**src/rtl/shift_chain_pkg.sv**
```systemverilog
// Shared types and defaults for the shift-chain sequencer.
//   state_e   : sequencer states
//   DEF_*     : default chain width, requester count, counter width
//   idx_width : bits needed to index n requesters (minimum 1)
package shift_chain_pkg;

    localparam int unsigned DEF_WIDTH = 32;
    localparam int unsigned DEF_NREQ  = 2;
    localparam int unsigned DEF_CNTW  = $clog2(DEF_WIDTH + 1);

    typedef enum logic [1:0] {
        IDLE  = 2'd0,
        SHIFT = 2'd1,
        DONE  = 2'd2
    } state_e;

    function automatic int unsigned idx_width(input int unsigned n);
        return (n > 1) ? $clog2(n) : 1;
    endfunction

endpackage

```
**src/rtl/shift_chain_rr_arbiter.sv**
```systemverilog
// Round-robin arbiter: searches from the pointer for the first valid
// requester, returns a one-hot grant plus its index, and moves the pointer
// past the winner whenever a grant is issued.
//   clk, rst  : clock, synchronous active-high reset
//   en        : arbitration allowed this cycle
//   valid     : per-requester pending flags
//   grant     : one-hot grant (combinational)
//   grant_idx : index of the granted requester (combinational)
module rr_arbiter
    import shift_chain_pkg::*;
#(
    parameter  int unsigned NREQ = DEF_NREQ,
    localparam int unsigned IDW  = idx_width(NREQ)
) (
    input  logic            clk,
    input  logic            rst,
    input  logic            en,
    input  logic [NREQ-1:0] valid,
    output logic [NREQ-1:0] grant,
    output logic [IDW-1:0]  grant_idx
);

    logic [IDW-1:0] ptr;
    logic           found;
    logic [IDW-1:0] cand;

    // First valid requester at or after the pointer, wrapping around.
    always_comb begin
        grant     = '0;
        grant_idx = '0;
        found     = 1'b0;
        cand      = '0;
        for (int unsigned off = 0; off < NREQ; off++) begin
            cand = IDW'((32'(ptr) + off) % NREQ);
            if (en && !found && valid[cand]) begin
                found       = 1'b1;
                grant[cand] = 1'b1;
                grant_idx   = cand;
            end
        end
    end

    // Pointer moves to the requester after the winner.
    always_ff @(posedge clk) begin
        if (rst) begin
            ptr <= '0;
        end else if (found) begin
            ptr <= IDW'((32'(grant_idx) + 1) % NREQ);
        end
    end

endmodule

```
**src/rtl/shift_chain_ctrl.sv**
```systemverilog
// Shift-chain sequencer: grants one requester round-robin, shifts its word
// LSB-first (optionally inverted) into the chain, then holds the result until
// the consumer takes it.
//   clk, rst   : clock, synchronous active-high reset
//   req_valid  : per-requester pending flags
//   req_ready  : per-requester accept strobe (combinational, IDLE only)
//   req_data   : packed request words, slice i = [i*WIDTH +: WIDTH]
//   req_len    : packed bit counts,     slice i = [i*CNTW +: CNTW]
//   req_inv    : per-requester invert-before-chain flag
//   sr_out     : live chain contents
//   busy       : sequencer not idle
//   done_valid : completion pending
//   done_ready : consumer accepts completion
//   done_id    : requester index of the completion
//   done_data  : chain contents at completion
module shift_chain_ctrl
    import shift_chain_pkg::*;
#(
    parameter  int unsigned WIDTH = DEF_WIDTH,
    parameter  int unsigned NREQ  = DEF_NREQ,
    parameter  int unsigned CNTW  = $clog2(WIDTH + 1),
    localparam int unsigned IDW   = idx_width(NREQ)
) (
    input  logic                 clk,
    input  logic                 rst,
    input  logic [NREQ-1:0]      req_valid,
    output logic [NREQ-1:0]      req_ready,
    input  logic [NREQ*WIDTH-1:0] req_data,
    input  logic [NREQ*CNTW-1:0] req_len,
    input  logic [NREQ-1:0]      req_inv,
    output logic [WIDTH-1:0]     sr_out,
    output logic                 busy,
    output logic                 done_valid,
    input  logic                 done_ready,
    output logic [IDW-1:0]       done_id,
    output logic [WIDTH-1:0]     done_data
);

    state_e           state, state_nxt;
    logic [WIDTH-1:0] sr;
    logic [CNTW-1:0]  cnt;
    logic [CNTW-1:0]  len;
    logic [WIDTH-1:0] data;
    logic             inv;
    logic [IDW-1:0]   id;

    logic [NREQ-1:0]  grant;
    logic [IDW-1:0]   grant_idx;
    logic             accept;
    logic             arb_en;

    logic [WIDTH-1:0] sel_data;
    logic [CNTW-1:0]  sel_len_raw;
    logic [CNTW-1:0]  sel_len;
    logic             sel_inv;
    logic [WIDTH-1:0] data_shifted;
    logic             bit_in;

    // No grants while in reset, so an accept can never be lost to it.
    assign arb_en = (state == IDLE) && !rst;
    assign accept = |grant;

    rr_arbiter #(
        .NREQ (NREQ)
    ) u_arb (
        .clk       (clk),
        .rst       (rst),
        .en        (arb_en),
        .valid     (req_valid),
        .grant     (grant),
        .grant_idx (grant_idx)
    );

    // Mux the granted requester's fields; length clamps to the chain width.
    always_comb begin
        sel_data    = '0;
        sel_len_raw = '0;
        sel_inv     = 1'b0;
        for (int unsigned i = 0; i < NREQ; i++) begin
            if (grant[i]) begin
                sel_data    = req_data[i*WIDTH +: WIDTH];
                sel_len_raw = req_len[i*CNTW +: CNTW];
                sel_inv     = req_inv[i];
            end
        end
        sel_len = (sel_len_raw > CNTW'(WIDTH)) ? CNTW'(WIDTH) : sel_len_raw;
    end

    // Next chain bit: data[cnt], optionally inverted.
    always_comb begin
        data_shifted = data >> cnt;
        bit_in       = data_shifted[0] ^ inv;
    end

    // State register.
    always_ff @(posedge clk) begin
        if (rst) begin
            state <= IDLE;
        end else begin
            state <= state_nxt;
        end
    end

    // Next-state logic.
    always_comb begin
        state_nxt = state;
        unique case (state)
            IDLE: begin
                if (accept) begin
                    state_nxt = (sel_len == '0) ? DONE : SHIFT;
                end
            end
            SHIFT: begin
                if ((cnt + CNTW'(1)) == len) begin
                    state_nxt = DONE;
                end
            end
            DONE: begin
                if (done_ready) begin
                    state_nxt = IDLE;
                end
            end
            default: state_nxt = IDLE;
        endcase
    end

    // Outputs decoded from state and datapath registers.
    always_comb begin
        req_ready  = grant;
        busy       = (state != IDLE);
        done_valid = (state == DONE);
        done_id    = id;
        done_data  = sr;
        sr_out     = sr;
    end

    // Datapath: latch request on accept, shift one bit per SHIFT cycle.
    always_ff @(posedge clk) begin
        if (rst) begin
            sr   <= '0;
            cnt  <= '0;
            len  <= '0;
            data <= '0;
            inv  <= 1'b0;
            id   <= '0;
        end else begin
            unique case (state)
                IDLE: begin
                    if (accept) begin
                        data <= sel_data;
                        inv  <= sel_inv;
                        id   <= grant_idx;
                        len  <= sel_len;
                        sr   <= '0;
                        cnt  <= '0;
                    end
                end
                SHIFT: begin
                    sr  <= {sr[WIDTH-2:0], bit_in};
                    cnt <= cnt + CNTW'(1);
                end
                default: begin
                end
            endcase
        end
    end

endmodule

```
**config.mk**
```make
export PLATFORM = sky130hd
export DESIGN_NAME = shift_chain_ctrl
export DESIGN_NICKNAME = d
export VERILOG_FILES = /design/src/rtl/shift_chain_pkg.sv /design/src/rtl/shift_chain_rr_arbiter.sv /design/src/rtl/shift_chain_ctrl.sv
export SDC_FILE = /design/constraint.sdc
export NUM_CORES = 1
export LEC_CHECK = 0
export ABC_CLOCK_PERIOD_IN_PS = 1800
export CORE_ASPECT_RATIO = 1.4
export CORE_UTILIZATION = 39
export CTS_CLUSTER_DIAMETER = 120
export DETAILED_ROUTE_END_ITERATION = 10
export HOLD_SLACK_MARGIN = 0.05
export PLACE_DENSITY = 0.85
export SLEW_MARGIN = 10
export SYNTH_ARGS = -nofsm -noshare
export SYNTH_HDL_FRONTEND = slang
export SYNTH_SLANG_ARGS = --single-unit
```
**constraint.sdc**
```tcl
create_clock -name clk -period 1.8 [get_ports clk]
set_input_delay 0.36 -clock clk [delete_from_list [all_inputs] [get_ports clk]]
set_output_delay 0.36 -clock clk [all_outputs]
set_load 0.05 [all_outputs]
```
### After elaboration in Yosys (flattened, before gate mapping)

Index checks and enable logic that the tools add are counted.

* bitwise logic cells: 2
* shift operators: 1
* reduce and logical (&&, ||, !) cells: 16
* eq/ne operators: 6
* muxes and demuxes: 30
* add/subtract/negate cells: 3
* order comparisons: 5

Operators by type and width (count)
* $mux W32: 3
* $pmux W32 S2: 1
* $shr A32 B6 Y1: 1
* $mux W6: 4
* $mux W1: 12
* $mux W2: 6
* $pmux W6 S2: 1
* $add A6 B1 Y6 const B: 1
* $eq A6 B6 Y1: 1
* $gt A6 B6 Y1 const B: 1
* $logic_and A1 B1 Y1: 6
* $logic_not A6 Y1: 1
* $pmux W2 S3: 1
* $lt A1 B2 Y1 const B: 2
* $ne A2 B2 Y1 const B: 2
* $reduce_and A2 Y1: 2
* $reduce_bool A2 Y1: 2
* $reduce_and A3 Y1: 1
* $add A1 B1 Y1 const B: 2
* $demux W1 S1: 2
* $eq A2 B1 Y1 const B: 1
* $eq A2 B2 Y1 const B: 1
* $ge A1 B1 Y1 const B: 2
* $logic_not A1 Y1: 2
* other kinds (5): 5

* input bits: 83
* output and inout bits: 69
* word-level logic and storage cells: 71
* register bits after elaboration: 81

### Longest topological paths before layout

* depth in word-level cells: 16
* mapped depth: 7
* gate-level depth less buffers: 6

### By module

Synthesis repeated with hierarchy kept, for this count alone.

* cell total of the unflattened synthesis: 453
* area, all modules: 3866.2 um2

By module, submodules not included
* shift_chain_ctrl: cells an instance 443, seq. area each 1601.5 um2, area each 3798.6 um2, times used 1
* rr_arbiter: cells an instance 10, seq. area each 20.0 um2, area each 67.6 um2, times used 1

### Least setup slack after synthesis

OpenSTA, ideal clock, no wires.

* path type: flip-flop to flip-flop
* from: reg cnt[1]
* to: reg sr[0] (netlist: done_data[0])
* cell stages (with the launch flop): 7
* arrival time: 1.569 ns
* library setup time: 0.122 ns
* required time: 1.678 ns
* slack: 0.108 ns
* path buffers: 1
* clock period less this slack: 1.692 ns
* cells stage by stage: dfxtp_1 buf_6 mux4_2 a221oi_2 a2111oi_1 mux2i_1 nand3_1

* word-level cells in the longest chain between the ends: 3

Ends and longest elaborated chain
* from (decl): line shift_chain_ctrl.sv:41 `logic [CNTW-1:0] cnt;`
* from (signal assigned): line shift_chain_ctrl.sv:160 `cnt <= cnt + CNTW'(1);`
* $shr A32 B6 Y1: line shift_chain_ctrl.sv:91 `data_shifted = data >> cnt;`
* $xor A1 B1 Y1: line shift_chain_ctrl.sv:92 `bit_in = data_shifted[0] ^ inv;`
* $pmux W32 S2: line shift_chain_ctrl.sv:147 `unique case (state)`
* to (signal assigned): line shift_chain_ctrl.sv:159 `sr <= {sr[WIDTH-2:0], bit_in};`
* to (decl): line shift_chain_ctrl.sv:40 `logic [WIDTH-1:0] sr;`

No other way between the ends.
A chain may end at the register's enable or synchronous reset.

### Final worst setup path

Ends and elaborated chain as after synthesis.

==> results.json <==
{
  "status": "finished with violations",
  "violations": "design-rule violations, negative setup slack",
  "fmax_ghz": 0.528,
  "worst_slew_pin_slew_ns": 0.510,
  "placed_area_sq_um": 5050,
  "cts_buffer_depth": 2,
  "grt_overflow": 0,
  "synth_area_sq_um": 3680,
  "skew_ns": 0.00909,
  "synth_ff_type": "dfxtp_1",
  "synth_edf_count": 0,
  "wl_met2_microns": 5520,
  "cp_max_fo": 9,
  "path_class": "flop to flop",
  "core_area_sq_um": 9080,
  "setup_viol": 1,
  "drtIter0Drc": 333,
  "grtUsageTotal": 0.212,
  "dr.pass1.iters": 11,
  "powerDensity_nw_per_um2": 930,
  "hold_viol_final": 0,
  "first_global_vias": 3387,
  "async_flop_share": 0,
  "syn_area_per_cell_sq_um": 9.51,
  "final-instance-count-excl-fill": 631,
  "antenna_found_initial": 0,
  "ys_warn_count": 0,
  "die_area_sq_um": 9830,
  "period_share": 1.05,
  "die_h_microns": 117,
  "dp_cells": 607,
  "ant_nets": 0,
  "setup_ws_ns": -0.0934,
  "syn-num-nets": 471,
  "clkLatencyLatePin_ns": 0.33,
  "dp_worst_setup_slack_ns": -0.154,
  "synth-simple-area-share": 0.109,
  "cts.sinks": 81,
  "io_pins": 152,
  "routed-wl-met3_microns": 751,
  "tns_ns": -0.0934,
  "dp_hpwl_microns": 6720,
  "final_layout_size_suffix_gt1_frac": 0.254,
  "synthXorXnorAreaFrac": 0.0207,
  "layout_commonest_cell": "buf_4",
  "synthAdderAreaFrac": 0.00340,
  "p_total_w": 0.00512,
  "multi_input_area_sq_um": 1600,
  "rsz0062_at_grt": "yes",
  "synthCells": 387,
  "initial_core_util": 0.405,
  "highest_layer": "met4",
  "gp_congestion": 0.842,
  "via_per_inst": 5.52,
  "peakVddDrop_v": 0.000608,
  "synth-compound-area-share": 0.227,
  "rows": 41,
  "p_leak_nw": 2.44,
  "critPathRequiredTime_ns": 2.01,
  "yosysUniqueCellTypes": 41,
  "relSlewSlack": 0.660,
  "die_w_microns": 84.1,
  "layout.nets": 603,
  "cts_root_buf": "clkbuf_16",
  "postRouteWirelength_microns": 10100,
  "cts_tree": "done",
  "cp-end-kind": "flop",
  "cp.arrival_ns": 2.10,
  "area_delta_synth_final_pct": 49.6,
  "post_drt_wl_per_cell_microns": 16.1,
  "route.detailed.drc": 18,
  "h-tree-depth": 3,
  "n_antenna_cell": 0,
  "numCtsBuffers": 9,
  "grt_pass1_wl_microns": 16300,
  "via_count": 3481,
  "muxShareOfSynthArea": 0.0595,
  "grt_max_degree": 51,
  "fillers": 728,
  "period_needed_ns": 1.89,
  "drv_slew": 0,
  "startpoint_type": "flop",
  "synth.ff_latch_count": 81,
  "synth_top_family_by_area": "compound AO/OA/AOI/OAI gates",
  "hp-class": "flop to flop",
  "design_area_sq_um": 5510,
  "layout_common_cells": "91 x buf_4, 80 x dfxtp_1, 79 x clkdlybuf4s50_1, 44 x nor2_1, 36 x a22oi_1",
  "io_buffers": 151,
  "max_cap_viol_count": 0,
  "seq_area_sq_um": 1620,
  "ys_seq_area_frac": 0.441,
  "cts.clk_slew.worst_paths_ns": 0.06,
  "m1WireLength_microns": 3610
}
[where the power goes]
part	internal (W)	leakage, nW	switching (W)
Combinational	0.000638	1.64	0.000617
Sequential	0.00196	0.662	0.000108
Clock	0.00108	0.139	0.000715
Total	0.00368	2.44	0.00144
[flip-flops by register name, indices dropped and copies added, names as in the netlist]
| name | flops |
|---|---|
| cnt | 6 |
| inv | 1 |
| u_arb.ptr | 1 |
| data | 32 |
| state | 2 |
| done_id | 1 |
| done_data | 32 |
| len | 6 |
[per-stage QoR]
| stage | hold WS (ns) | util |
|---|---|---|
| finish | 0.463 | 0.606 |
| floorplan | 0.423 | - |
| global route | 0.484 | 0.606 |
| global placement | 0.440 | 0.556 |
| CTS | 0.465 | 0.605 |
| detailed placement | 0.449 | 0.556 |
[layer usage]
layer,global-route usage,vias to the layer above
li1,-,1662
met1,0.224,1623
met2,0.406,179
met3,0.0442,17
met4,0.0966,0
met5,0,-
[final cells by class]
cell class | count | area share
Timing Repair Buffer | 183 | 0.314
Tap cell | 107 | 0.0243
Clock buffer | 10 | 0.0416
Clock inverter | 6 | 0.0123
Inverter | 34 | 0.0232
Sequential cell | 81 | 0.295
Multi-Input combinational cell | 210 | 0.290
[worst max-delay path: stages (launching register included)]
cell and delay (ns):
dfxtp_2 0.34, buf_12 0.13, mux4_2 0.55, a221oi_4 0.36, a2111oi_2 0.12, mux2i_1 0.18, nand3_1 0.10
[cells in the mapped netlist, types with 8 or more instances]
master    number  area [sq um]
nand2_1       10          37.5
clkbuf_1      17          63.8
nor2_1        45           169
dfxtp_1       81          1620
a22oi_1       37           278
inv_1         34           128
buf_2          8          40.0
buf_4         36           270
a21oi_1       11          55.1
a222oi_1      33           330
o21ai_0        9          45.0
[logic make-up after synthesis]
kind of cell             after synthesis
AO/OA/AOI/OAI                        105
buffers and inverters                 96
AND/OR/NAND/NOR                       87
flip-flops                            81
multiplexers                          10
XOR/XNOR                               7
adder cells (fa/ha/maj)                1
[worst paths after layout]
| check | slack, ns | startpoint | to | cells after the start |
|---|---|---|---|---|
| max | -0.09 | cnt[1]$_SDFFE_PP0P_ | done_data[0]$_SDFFE_PP0P_ | 6 |
| min | 0.46 | len[5]$_SDFFE_PP0P_ | len[5]$_SDFFE_PP0P_ | 2 |
| max reg2reg | -0.09 | cnt[1]$_SDFFE_PP0P_ | done_data[0]$_SDFFE_PP0P_ | 6 |
| min reg2reg | 0.46 | len[5]$_SDFFE_PP0P_ | len[5]$_SDFFE_PP0P_ | 2 |
[repair_timing]
action / CTS / global route
pin swaps: 2 / 2
endpoints found under the setup margin: 4 / 22
hold buffers: 0 / 0
setup buffers: 6 / 0
hold endpoints to repair: 0 / 0
cloned: 2 / 0
gates resized for setup: 9 / 4
Power figures use the tool's default switching activity.
